==> src/rtl/mem_access_sequencer.sv <==
// Purpose : shares one byte-wide memory between instruction fetch and load/store,
//           issuing one byte beat per cycle and assembling/splitting words little-endian.
// Latency : grant in cycle 0, beats in cycles 1..N, done pulse in cycle N+1 (N = 1/2/4, 0 on error).
// Backpressure: requests are held by the requester until done; a request raised while busy
//           waits for the next IDLE cycle, where ties go to the port not granted last time.
// Ports   : clk/reset (sync, active-high); if_* fetch port; dm_* load/store port;
//           mem_* byte-memory beat interface (mem_rdata is combinational for mem_addr); busy.
// Config  : define MEMSEQ_ALIGN_CHECK_EN to reject misaligned half/word data accesses with dm_err.
module mem_access_sequencer #(
  parameter int ADDR_W = 8
) (
  input  logic              clk,
  input  logic              reset,
  input  logic              if_req,
  input  logic [31:0]       if_addr,
  output logic [31:0]       if_rdata,
  output logic              if_done,
  input  logic              dm_req,
  input  logic              dm_we,
  input  logic [1:0]        dm_size,
  input  logic              dm_unsigned,
  input  logic [31:0]       dm_addr,
  input  logic [31:0]       dm_wdata,
  output logic [31:0]       dm_rdata,
  output logic              dm_done,
  output logic              dm_err,
  output logic [ADDR_W-1:0] mem_addr,
  output logic [7:0]        mem_wdata,
  output logic              mem_we,
  output logic              mem_re,
  input  logic [7:0]        mem_rdata,
  output logic              busy
);

  typedef enum logic [2:0] {
    IDLE,
    FETCH_BEAT,
    LD_BEAT,
    ST_BEAT,
    DONE
  } seqState_t;

  seqState_t state, nextState;

  // Transaction context latched at grant; the requester's inputs are ignored afterwards.
  logic [ADDR_W-1:0] baseAddr;
  logic [ADDR_W-1:0] lastAddr;
  logic [1:0]        sizeQ;
  logic [1:0]        beatCnt;
  logic [1:0]        lastBeat;
  logic              unsQ;
  logic              errQ;
  logic              grantData;
  logic              lastGrantData;
  logic [31:0]       wdataQ;
  logic [31:0]       asmQ;
  logic [31:0]       asmNext;
  logic [31:0]       ifRdataQ;
  logic [31:0]       dmRdataQ;

  logic pickData;
  logic pickFetch;
  logic reqErr;
  logic finalBeat;

  // Only the low ADDR_W address bits reach memory; fetch bits [1:0] are forced to zero.
  logic unusedAddrBits;
  assign unusedAddrBits = ^{if_addr[31:ADDR_W], if_addr[1:0], dm_addr[31:ADDR_W]};

  function automatic logic [31:0] extendLoad(input logic [31:0] raw,
                                             input logic [1:0]  size,
                                             input logic        uns);
    case (size)
      2'b00:   extendLoad = uns ? {24'h0, raw[7:0]}  : {{24{raw[7]}}, raw[7:0]};
      2'b01:   extendLoad = uns ? {16'h0, raw[15:0]} : {{16{raw[15]}}, raw[15:0]};
      default: extendLoad = raw;
    endcase
  endfunction

  // Arbitration: a lone request wins; on a tie the port not granted last time wins.
  always_comb begin
    pickData  = dm_req && (!if_req || !lastGrantData);
    pickFetch = if_req && !pickData;
    reqErr    = (dm_size == 2'b11);
`ifdef MEMSEQ_ALIGN_CHECK_EN
    if ((dm_size == 2'b01 && dm_addr[0]) ||
        (dm_size == 2'b10 && dm_addr[1:0] != 2'b00)) begin
      reqErr = 1'b1;
    end
`endif
  end

  assign finalBeat = (beatCnt == lastBeat);

  // Current assembly word with the byte arriving on this beat merged in, so the last
  // beat can publish the full result straight into the output registers.
  always_comb begin
    asmNext = asmQ;
    asmNext[{beatCnt, 3'b000} +: 8] = mem_rdata;
  end

  always_ff @(posedge clk) begin
    if (reset) begin
      state <= IDLE;
    end else begin
      state <= nextState;
    end
  end

  always_comb begin
    nextState = state;
    mem_we    = 1'b0;
    mem_re    = 1'b0;
    mem_wdata = 8'h00;
    mem_addr  = lastAddr;
    if_done   = 1'b0;
    dm_done   = 1'b0;
    dm_err    = 1'b0;
    case (state)
      IDLE: begin
        if (pickData) begin
          if (reqErr) begin
            nextState = DONE;
          end else if (dm_we) begin
            nextState = ST_BEAT;
          end else begin
            nextState = LD_BEAT;
          end
        end else if (pickFetch) begin
          nextState = FETCH_BEAT;
        end
      end
      FETCH_BEAT, LD_BEAT: begin
        mem_re   = 1'b1;
        mem_addr = baseAddr + ADDR_W'(beatCnt);
        if (finalBeat) nextState = DONE;
      end
      ST_BEAT: begin
        mem_we    = 1'b1;
        mem_addr  = baseAddr + ADDR_W'(beatCnt);
        mem_wdata = wdataQ[{beatCnt, 3'b000} +: 8];
        if (finalBeat) nextState = DONE;
      end
      DONE: begin
        nextState = IDLE;
        if_done   = !grantData;
        dm_done   = grantData;
        dm_err    = grantData && errQ;
      end
      default: nextState = IDLE;
    endcase
  end

  always_ff @(posedge clk) begin
    if (reset) begin
      baseAddr      <= '0;
      lastAddr      <= '0;
      sizeQ         <= 2'b00;
      beatCnt       <= 2'b00;
      lastBeat      <= 2'b00;
      unsQ          <= 1'b0;
      errQ          <= 1'b0;
      grantData     <= 1'b0;
      lastGrantData <= 1'b0;
      wdataQ        <= 32'h0;
      asmQ          <= 32'h0;
      ifRdataQ      <= 32'h0;
      dmRdataQ      <= 32'h0;
    end else begin
      case (state)
        IDLE: begin
          if (pickData) begin
            grantData     <= 1'b1;
            lastGrantData <= 1'b1;
            baseAddr      <= dm_addr[ADDR_W-1:0];
            sizeQ         <= dm_size;
            unsQ          <= dm_unsigned;
            wdataQ        <= dm_wdata;
            errQ          <= reqErr;
            beatCnt       <= 2'b00;
            asmQ          <= 32'h0;
            case (dm_size)
              2'b00:   lastBeat <= 2'd0;
              2'b01:   lastBeat <= 2'd1;
              default: lastBeat <= 2'd3;
            endcase
            // Stores and rejected accesses report zero load data.
            if (reqErr || dm_we) dmRdataQ <= 32'h0;
          end else if (pickFetch) begin
            grantData     <= 1'b0;
            lastGrantData <= 1'b0;
            baseAddr      <= {if_addr[ADDR_W-1:2], 2'b00};
            errQ          <= 1'b0;
            beatCnt       <= 2'b00;
            lastBeat      <= 2'd3;
            asmQ          <= 32'h0;
          end
        end
        FETCH_BEAT, LD_BEAT, ST_BEAT: begin
          lastAddr <= mem_addr;
          beatCnt  <= beatCnt + 2'd1;
          if (state != ST_BEAT) asmQ <= asmNext;
          if (finalBeat && state == FETCH_BEAT) ifRdataQ <= asmNext;
          if (finalBeat && state == LD_BEAT)    dmRdataQ <= extendLoad(asmNext, sizeQ, unsQ);
        end
        default: ;
      endcase
    end
  end

  assign if_rdata = ifRdataQ;
  assign dm_rdata = dmRdataQ;
  assign busy     = (state != IDLE);

endmodule

==> config.mk <==
export PLATFORM = sky130hd
export DESIGN_NAME = mem_access_sequencer
export DESIGN_NICKNAME = d
export VERILOG_FILES = /design/src/rtl/mem_access_sequencer.sv
export SDC_FILE = /design/constraint.sdc
export NUM_CORES = 1
export LEC_CHECK = 0
export CAP_MARGIN = 25
export CORE_UTILIZATION = 45
export DETAILED_ROUTE_END_ITERATION = 6
export PLACE_DENSITY = 0.77
export SLEW_MARGIN = 0
export SYNTH_ARGS = -nofsm -noshare
export SYNTH_HDL_FRONTEND = slang
export SYNTH_SLANG_ARGS = --single-unit
==> constraint.sdc <==
create_clock -name clk -period 3.1 [get_ports clk]
set_clock_uncertainty 0.2 [all_clocks]
set_input_delay 0.62 -clock clk [delete_from_list [all_inputs] [get_ports clk]]
set_output_delay 0.62 -clock clk [all_outputs]
set_load 0.01 [all_outputs]
Word level (Yosys, flattened, before mapping) --
Cells that the tools add are included.
Storage, ports and cells: flip-flop bits (word level) 156, word-level logic and storage cells 95, output and inout bits 86, input bits 112
Cells by class: add/sub/neg operators 3, equality and inequality tests 15, reductions and logical operators 25, shift-type cells 3, mux-type cells 36
Operator list (count):
- $mux 32 | 8
- $pmux 32 s2 | 3
- $bwmux 32 | 1
- $mux 8 | 4
- $shift 8x7->32 const A | 1
- $shiftx 32x6->8 | 1
- $shiftx 8x7->32 | 1
- $mux 3 | 4
- $reduce_and 2->1 | 5
- $mux 1 | 9
- $add 8x2->8 | 1
- $mux 2 | 4
- $pmux 2 s2 | 2
- $neg 5->7 | 1
- $eq 3x2->1 const B | 2
- $ne 2x1->1 const B | 3
- $pmux 3 s2 | 1
- $logic_and 1x1->1 | 5
- $eq 2x1->1 const B | 2
- $logic_not 2->1 | 2
- $ne 2x2->1 const B | 2
- $reduce_and 4->1 | 1
- $reduce_bool 2->1 | 2
- $eq 3x1->1 const B | 1
- 13 further kinds | 16

Logic depth before layout (Yosys ltp) --
depth after elaboration 8, gate-level depth with buffers 10, mapped depth without buffers 7

Worst setup path before layout --
Ideal clock, no wire load.
path kind flip-flop to flip-flop, start point register beatCnt[0], end point register dmRdataQ[16], in the netlist dm_rdata[16], path buffers 3, path slack 0.244 ns, library setup time 0.117 ns, arrival time 2.539 ns, clock period less this slack 2.856 ns, data required time 2.783 ns, stages on the path, launching flop included 10, path through dfxtp_1 > buf_2 > buf_2 > inv_1 > ha_1 > and4bb_2 > o31ai_2 > clkbuf_1 > o22ai_1 > a22o_1
Between the ends: longest elaborated chain between the ends 7, elaborated cells on any way between the ends 13, classes of those cells 1 x add/sub; 2 x eq/ne; 2 x shift; 6 x mux; 2 x reduce/logical
RTL lines:
- start, declared | line 49 | logic [1:0] beatCnt;
- start signal, assigned | line 201 | beatCnt <= beatCnt + 2'd1;
- $neg 5->7 | line 99 | asmNext[{beatCnt, 3'b000} +: 8] = mem_rdata;
- $shiftx 8x7->32 or $shift 8x7->32 (tied branches) | line 99
- $bwmux 32 | line 99
- $mux 32, on equally long branches | line 75, 74
- $pmux 32 s2 | line 73 | case (size)
- $mux 32 | line 204 | if (finalBeat && state == LD_BEAT) dmRdataQ <= extendLoad(asmNext, sizeQ, unsQ);
- $pmux 32 s2 | line 170 | case (state)
- end signal, assigned | line 204
- end, declared | line 59 | logic [31:0] dmRdataQ;
Several ways; a longest one is shown, not always the timed one. The select of a mux whose other input is x is not followed. A chain may end at the register's enable or synchronous reset.

Final worst setup path --
start point register beatCnt[0], end point output mem_wdata[4]
Between the ends: longest elaborated chain between the ends 2
RTL lines:
- $shiftx 32x6->8 | line 141 | mem_wdata = wdataQ[{beatCnt, 3'b000} +: 8];
- $mux 8 | line 119 | case (state)
- end, declared | line 28 | output logic [7:0] mem_wdata,
No other way between the ends.

==> summary.log <==
INFO  logic_synthesis yosysWarningCount=0
INFO  sta            layout_min_cycle_time=3.02ns
INFO  floorplan      rows=44
INFO  sta            rsz0062_at_grt=no
INFO  logic_synthesis postSynth.asyncResetShare=0%
INFO  floorplan      num_io_pins=198
INFO  sta            final.setup.worst_slack=0.0826ns
INFO  placed_design  gp_congestion=0.804
INFO  placed_design  io_buffers=147
INFO  sta            setup_total_negative_slack=0ns
INFO  worst_setup_path worstSetupStartpointType=flop
INFO  logic_synthesis synth_edf_count=0
INFO  floorplan      floorplan.die.height=124µm
INFO  grt            global_route.usage.total=23.4%
INFO  worst_setup_path crit_fanout=18
INFO  route          via_count=5,940
INFO  final_layout   final-seq-area=3120µm²
INFO  logic_synthesis postSynthRegisterBits=156
INFO  clock_tree     tritoncts_clock_tree=built
INFO  sta            final_hold_viol_count=0
INFO  route          first_drt_pass_iteration_count=5
INFO  worst_setup_path timing.critical_path.cells=buf_8 > mux4_2 > and3_1 > clkdlybuf4s50_1
INFO  power          worst_ir_drop_vdd=0.431mV
INFO  logic_synthesis synth_area_per_cell=8.82µm²
INFO  placed_design  hpwl=11,800µm
INFO  final_layout   layout.nets=1,010
INFO  logic_synthesis synthesis.instances=759
INFO  final_layout   leading_cell_type_in_the_layout_fill_and_taps_excluded=dfxtp_1
INFO  floorplan      die_width=124µm
INFO  logic_synthesis synthesis.area=6700µm²
INFO  flow_run       drv_cap=0
INFO  clock_tree     cts.reportedPaths.clkPinSlew=0.06ns
INFO  logic_synthesis net_count_of_the_mapped_netlist=879
INFO  sta            least_margin_pin_slew=0.697ns
INFO  logic_synthesis prevailing_post_synth_register_cell=dfxtp_1
INFO  worst_setup_path cp.arrival=2.20ns
INFO  grt            grt_overflow=0
INFO  outcome        result_of_the_run=finished, final reports clean
INFO  floorplan      core_region_area=14,500µm²
INFO  clock_tree     cts.sink_count=156
INFO  sta            final_max_slew_viol_count=0
INFO  route          viasPerCell=5.46
INFO  logic_synthesis synth.yosys.seq_area_share=46.6%
INFO  final_layout   final_layout_size_suffix_gt1_share=8.97%
INFO  final_layout   most-common-layout-cells=dfxtp_1, clkdlybuf4s50_1, nand2_1
INFO  sta            slew_headroom=52.9%
INFO  min_path       hp-class=reg -> reg
INFO  grt            via_count_of_the_first_global_routing_pass=5,595
INFO  grt            antenna_found_initial=0
INFO  clock_tree     tritoncts.num_buffers=17
INFO  worst_setup_path critical_path.endpoint_type=output port
INFO  clock_tree     clock_tree.root_cell=clkbuf_16
INFO  final_layout   n_antenna_cell=0
INFO  worst_setup_path timing.setup.critical_path_class=reg -> out
INFO  power          power_leakage=3.33nW
INFO  clock_tree     h-tree-depth=4
INFO  clock_tree     worstSkewPairLatency=0.42ns
INFO  sta            finalSetupViolations=0
INFO  logic_synthesis ys_types=57
INFO  power          power-per-cell-area=728nW/µm²
INFO  route          postRouteAntennaNets=0
INFO  final_layout   num-fill-cells=1,252
INFO  clock_tree     cts_setup_buffers=0
INFO  worst_setup_path crit_required=2.28ns
INFO  floorplan      initial_utilization=46.1%
INFO  worst_setup_path crit_path_max_incr_delay=0.52ns
INFO  final_layout   postLayoutCellArea=9010µm²
INFO  route          drt_iter0_markers=433
INFO  final_layout   combined_area_of_the_multi_input_logic_cells=3210µm²
INFO  route          finalWirelength=17,300µm
INFO  floorplan      floorplan_die_area=15,400µm²
INFO  placed_design  dpl_worst_slack=0.204ns
INFO  sta            timing.final.crit_share=97.3%
INFO  worst_setup_path cp_slowest_cell=mux4_2
INFO  route          drcViolationCount=0
INFO  final_layout   layout-area-overhead-vs-synth=34.6%
INFO  grt            grt_max_degree=97
INFO  route          routed_wire_length_per_instance=15.9µm
INFO  grt            global_route_wire_length_before_repair=27,800µm
INFO  placed_design  dpl-instance-area=8370µm²
INFO  sta            max_freq=331MHz
INFO  clock_tree     cts_buffer_depth=2
## routing by layer
metal | global-route usage (%) | vias up | wire (µm) | part of all wire (%)
li1 | - | 2948 | - | -
met1 | 31.6 | 2806 | 7990 | 46
met3 | 4.76 | 23 | 885 | 5.1
met4 | 7.07 | 0 | 309 | 1.8
met2 | 37.6 | 163 | 8080 | 47
met5 | 0 | - | 0 | 0
## through the flow
| stage | std cells | utilization [%] | total power, mW | hold WS, ns |
|---|---|---|---|---|
| 2_1_floorplan | 759 | - | 3.64 | 0.227 |
| 3_3_place_gp | 1054 | 57.5 | 4.35 | 0.241 |
| 3_5_place_dp | 1055 | 57.6 | 4.38 | 0.243 |
| 4_1_cts | 1087 | 62.0 | 6.58 | 0.252 |
| 5_1_grt | 1087 | 62.0 | 6.91 | 0.274 |
| 6_report | 1087 | 62.0 | 6.57 | 0.254 |
## path summary, 6_finish.rpt
path	from	to	slack, ns	cells after the start
worst max-delay path	beatCnt[0]	mem_wdata[4]	0.08	4
worst min-delay path	wdataQ[15]	wdataQ[15]	0.25	2
worst max register to register	beatCnt[0]	dm_rdata[24]	0.39	8
worst min register to register	wdataQ[15]	wdataQ[15]	0.25	2
## logic make-up (layout without fill, tap and decap cells)
| group | Yosys count | after routing | share of synthesized area [%] |
|---|---|---|---|
| buffers and inverters | 90 | 234 | 5.70 |
| XOR/XNOR | 9 | 9 | 1.18 |
| AND/OR/NAND/NOR | 266 | 266 | 17.6 |
| flip-flops | 156 | 156 | 46.6 |
| AO/OA/AOI/OAI | 201 | 201 | 21.4 |
| multiplexers | 29 | 29 | 5.83 |
| adder cells (fa/ha/maj) | 8 | 8 | 1.61 |
## cell type report
class	count	share of cell area, %
tap	184	2.55
timing repair buffer	171	18.8
multi-input combinational	513	35.6
clock inverter	13	2.10
sequential	156	34.6
inverter	31	1.29
clock buffer	19	5.02
## state kept, by name (all words and copies together) (netlist names), 2 cells and up
| register | cells |
|---|---|
| asmQ | 32 |
| dm_rdata | 32 |
| if_rdata | 32 |
| wdataQ | 32 |
| baseAddr | 8 |
| lastAddr | 8 |
| state | 3 |
| beatCnt | 2 |
| lastBeat | 2 |
| sizeQ | 2 |
## report_power, final
group          switching [mW]  internal, mW  leakage (nW)
clock network           0.839          1.40         0.315
logic                    1.11         0.845          1.75
registers               0.149          2.22          1.27
## critical path, delay by kind of cell (launching register included)
| kind | cells | cell delay, ns |
|---|---|---|
| buf+inv | 2 | 0.69 |
| mux | 1 | 0.52 |
| flops | 1 | 0.36 |
| simple gates | 1 | 0.21 |
## cells in the mapped netlist, drive strengths merged (2+ instances only)
cell type	n	area share, %
ha	7	1.3
o32ai	10	1.3
mux4	8	2.7
nor4	2	0.19
o21ai	7	0.52
nand3	9	0.67
nand2	110	6.2
dfxtp	156	47
inv	29	1.6
a22oi	29	3.3
a32o	2	0.30
a21oi	58	4.3
nor2b	9	0.84
nor2	99	5.7
a211oi	17	1.9
a2bb2oi	11	1.4
o21bai	2	0.22
nor4bb	2	0.30
buf	19	1.7
clkbuf	40	2.2
a311oi	6	0.78
o22ai	12	1.1
a211o	2	0.26
a22o	16	2.1
or2	3	0.28
mux2i	21	3.1
xnor2	2	0.26
nor3	8	0.67
clkinv	2	0.11
and3	10	0.93
o2bb2ai	22	2.9
xor2	7	0.92
or3	2	0.19
## what timing repair did
| action | 4_1_cts | 5_1_grt |
|---|---|---|
| pin swaps | 0 | 0 |
| setup endpoints to repair | 10 | 6 |
| hold buffers | 0 | 0 |
| resized for setup | 9 | 7 |
Power figures use the tool's default switching activity.
==> variant 1: new RTL, config.mk and constraints unchanged <==
`ADDR_W`: 8 -> 7.
--- a/src/rtl/mem_access_sequencer.sv
+++ b/src/rtl/mem_access_sequencer.sv
@@ -7,7 +7,7 @@
 //           mem_* byte-memory beat interface (mem_rdata is combinational for mem_addr); busy.
 // Config  : define MEMSEQ_ALIGN_CHECK_EN to reject misaligned half/word data accesses with dm_err.
 module mem_access_sequencer #(
-  parameter int ADDR_W = 8
+  parameter int ADDR_W = 7
 ) (
   input  logic              clk,
   input  logic              reset,
Interface: changed (resized mem_addr); port bits go from 198 to 197. The function was not compared with the original's and may differ.
==> variant 1 against the original RTL <==
First-iteration DRC count up 36%; power down 8.2%; combinational power down 13%; setup slack better by 0.017 ns; wire length down 1.1%; sequential cell count down 2; synthesized area down 2.2%; fmax up 0.55%; cell area down 2.6%; count of clock-buffer cells in the layout up 2; global-route usage up 0.12 points; sequential share of layout area up 0.51 points; critical endpoint is now mem_addr[1].
==> variant 1: results <==
{
  "status": "finished, final reports clean",
  "whs_ns": 0.250,
  "routed-wl-met3_um": 950,
  "reg2reg_to": "asmQ[23]$_SDFFE_PP0P_",
  "leakage_nw": 3.08,
  "drive_above_1_share": 0.0923,
  "grtUsageMet1": 0.325,
  "port_buffers": 144,
  "cp.arrival_ns": 2.18,
  "post_cts_resized": 8,
  "grt_pass1_vias": 5329,
  "viasPerCell": 5.47,
  "yosys-top-cells-area": "dfxtp_1, nand2_1, a21oi_1",
  "worstPathMaxFanout": 2,
  "irDropWorstVdd_uv": 445,
  "worstHoldEndpoint": "asmQ[15]$_SDFFE_PP0P_",
  "place_hpwl_mm": 11.2,
  "grt_use_total": 0.235,
  "r2r_cells": 7,
  "synth_nets": 851,
  "use_met3": 0.0507,
  "seq_area_frac_synth": 0.471,
  "placed_area_um2": 8190,
  "dpl_worst_slack_ns": 0.192,
  "hp-start": "asmQ[15]$_SDFFE_PP0P_",
  "grt_use_met2": 0.359,
  "post_drt_wl_per_cell_um": 16.1,
  "crit_end": "mem_addr[1]",
  "wl_met2_mm": 7.93,
  "layout.nets": 985,
  "fillerInstances": 1187,
  "fmax_ghz": 0.333,
  "dr.first_iter.drc_count": 590,
  "relSlewSlack": 0.503
}
==> variant 1: cell count changes after synthesis, moves of 7 or more <==
cell	unedited run	this run
a2bb2oi_1	11	2
a221o_1	0	21
and3_1	10	2
a21oi_1	58	66
a31oi_1	0	10
nand2_1	110	103
nor2_1	98	83
or3_1	2	12
nor2b_1	9	21
a22o_1	16	7
o2bb2ai_1	22	2
==> variant 1: power by group through the flow <==
stage / sequential [W] / combinational [W] / clock [W]
floorplan: 0.00233 / 0.00107 / 0
global placement: 0.00234 / 0.00172 / 0
detailed placement: 0.00235 / 0.00173 / 0
CTS: 0.00231 / 0.00171 / 0.00203
global route: 0.00234 / 0.00187 / 0.00212
finish: 0.00232 / 0.00171 / 0.00200
==> variant 1: final cells by class <==
class,count,area share
multi-input cells,496,0.356
flip-flops and latches,154,0.352
repair buffers,172,0.192
clock buffers,21,0.0502
well taps,180,0.0257
clock inverters,11,0.0141
inverters,24,0.0103
==> variant 1: critical path: stages, from the launching register on <==
cell	delay (ns)
dfxtp_1	0.35
ha_1	0.17
inv_1	0.05
fa_1	0.45
a21oi_1	0.18
clkdlybuf4s50_1	0.56
==> variant 1: metrics by stage <==
stage	TNS (ns)	util	std cells
after CTS	-0.0141	0.623	1055
after floorplan	0	-	731
after global placement	0	0.584	1024
after detailed placement	0	0.584	1024
final	0	0.625	1058
after global routing	0	0.625	1058
==> variant 1: kinds of logic (layout without fill, tap and decap cells) <==
logic type	count (synthesis)	count (layout)	synth area share
AO/OA/AOI/OAI	192	192	0.211
XOR/XNOR	8	8	0.0107
adder cells (fa/ha/maj)	8	8	0.0164
buffers and inverters	81	228	0.0524
flip-flops	154	154	0.471
multiplexers	30	30	0.0614
AND/OR/NAND/NOR	258	258	0.178
==> variant 2: new RTL, same flow settings <==
Made on the original files. Encoding of `seqState_t`: now Gray code (3 bits for 5 states).
--- a/src/rtl/mem_access_sequencer.sv
+++ b/src/rtl/mem_access_sequencer.sv
@@ -33,11 +33,11 @@
 );
 
   typedef enum logic [2:0] {
-    IDLE,
-    FETCH_BEAT,
-    LD_BEAT,
-    ST_BEAT,
-    DONE
+    IDLE       = 3'b000,
+    FETCH_BEAT = 3'b001,
+    LD_BEAT    = 3'b011,
+    ST_BEAT    = 3'b010,
+    DONE       = 3'b110
   } seqState_t;
 
   seqState_t state, nextState;
Function: no difference found for any inputs over 4 cycles, from zero or initial values and one cycle with reset high; so few cycles prove little.
==> variant 2 against the original RTL <==
Power increased by 18%; synthesized area decreased by 0.50%; register-to-register slack got worse by 0.04 ns; cell count increased by 0.18%; setup slack improved by 0.032 ns; global-route usage decreased by 0.26 points; sequential power increased by 9.7%; cell area decreased by 0.40%; critical path depth increased by 2; fmax increased by 1.1%; sequential cell count unchanged; wire length about the same; first-iteration DRC count increased by 1.6%; critical path type unchanged.
==> variant 2: results <==
{
  "status": "finished, final reports clean",
  "min_period_over_period": 0.963,
  "cts_inserted_buffers": 17,
  "worstHoldEndpoint": "wdataQ[16]$_SDFFE_PP0P_",
  "gp_congestion": 0.814,
  "hold_path.class": "reg -> reg",
  "viasPerCell": 5.52,
  "drive_above_1_share": 0.0895,
  "synth_cell_types": 59,
  "yosys-top-cells-area": "dfxtp_1, nor2_1, nand2_1",
  "grt_pass1_vias": 5443,
  "diodes": 0,
  "grt_use_total": 0.231,
  "grt_use_met2": 0.369,
  "dr.first_iter.drc_count": 440,
  "grt_max_degree": 60,
  "placed_area_um2": 8340,
  "cp-startpoint": "baseAddr[1]$_SDFFE_PP0P_",
  "r2r_cells": 7,
  "dpl_worst_slack_ns": 0.243,
  "reg2reg_to": "asmQ[19]$_SDFFE_PP0P_",
  "antenna_found_initial": 0,
  "grtUsageMet1": 0.310,
  "layout.nets": 1013,
  "place_hpwl_mm": 11.7,
  "dp.cells": 1058,
  "postSynth.asyncResetShare": 0,
  "hold_depth": 2,
  "vias": 6016,
  "grt_pass1_wl_mm": 27.3,
  "synth_nets": 879,
  "whs_ns": 0.253,
  "relSlewSlack": 0.435,
  "r2r-start": "beatCnt[0]$_SDFFE_PP0P_",
  "post_drt_wl_per_cell_um": 15.8,
  "first_pass_iters": 6,
  "clkTransAtPathRegs_ns": 0.06,
  "slowest_delay_ns": 0.55,
  "wl_met2_mm": 8.08,
  "crit_end": "mem_addr[5]",
  "intPower_w": 0.00503,
  "yosys_warnings": 0,
  "routed-wl-met3_um": 846,
  "seq_area_frac_synth": 0.469,
  "insertion_delay_ns": 0.43,
  "synth_common_cells": "dfxtp_1, nor2_1, nand2_1",
  "root_buffer": "clkbuf_16",
  "crit_slowest_cell": "clkdlybuf4s50_1",
  "irDropWorstVdd_uv": 430,
  "drt-met1-wl_mm": 8.02,
  "hp-start": "wdataQ[16]$_SDFFE_PP0P_",
  "r2r_slack_ns": 0.35,
  "leakage_nw": 3.39,
  "use_met3": 0.0495,
  "worstPathMaxFanout": 3,
  "synth_area_per_cell_um2": 8.78
}
[variant 2: changes by cell type after synthesis, sizes merged, moves of 11 or more]
cell / unedited run / this run
a211oi: 17 / 29
a211o: 2 / 16
nand2: 110 / 99
mux2i: 21 / 8
nor2: 99 / 110
o22ai: 12 / 1
a22o: 16 / 0
o2bb2ai: 22 / 8
[variant 2: cell families (layout without fill, tap and decap cells)]
| group | count (synthesis) | after routing | share of synthesized area |
|---|---|---|---|
| adders and majority gates | 8 | 8 | 0.0161 |
| muxes | 17 | 17 | 0.0408 |
| DFF | 156 | 156 | 0.469 |
| buffers and inverters | 87 | 233 | 0.0584 |
| and+or+nand+nor | 279 | 279 | 0.189 |
| AOI/OAI and AO/OA | 202 | 202 | 0.214 |
| xor gates and xnor gates | 10 | 10 | 0.0131 |
[variant 2: cell type report]
cell class / instances / area [um^2]
clock buffer: 21 / 460
clock inverter: 10 / 163
fill: 1234 / 5500
inverter: 28 / 105
multi-input combinational: 516 / 3170
sequential: 156 / 3130
tap: 184 / 230
timing repair buffer: 174 / 1720
[variant 2: repair_timing]
action | in CTS | in global routing
resized for setup | 3 | 9
setup endpoints to repair | 3 | 15
buffers inserted | 0 | 0
[variant 2: tightest hold or removal path, stage by stage (launching register included)]
cell	delay, ns
dfxtp_1	0.31
nand2_1	0.05
a21oi_1	0.05
[variant 2: power groups by stage]
stage | Clock [W] | Combinational [W] | Sequential [W]
finish | 0.00222 | 0.00295 | 0.00260
global route | 0.00233 | 0.00325 | 0.00265
CTS | 0.00223 | 0.00297 | 0.00259
detailed placement | 0 | 0.00298 | 0.00263
global placement | 0 | 0.00295 | 0.00262
floorplan | 0 | 0.00187 | 0.00261
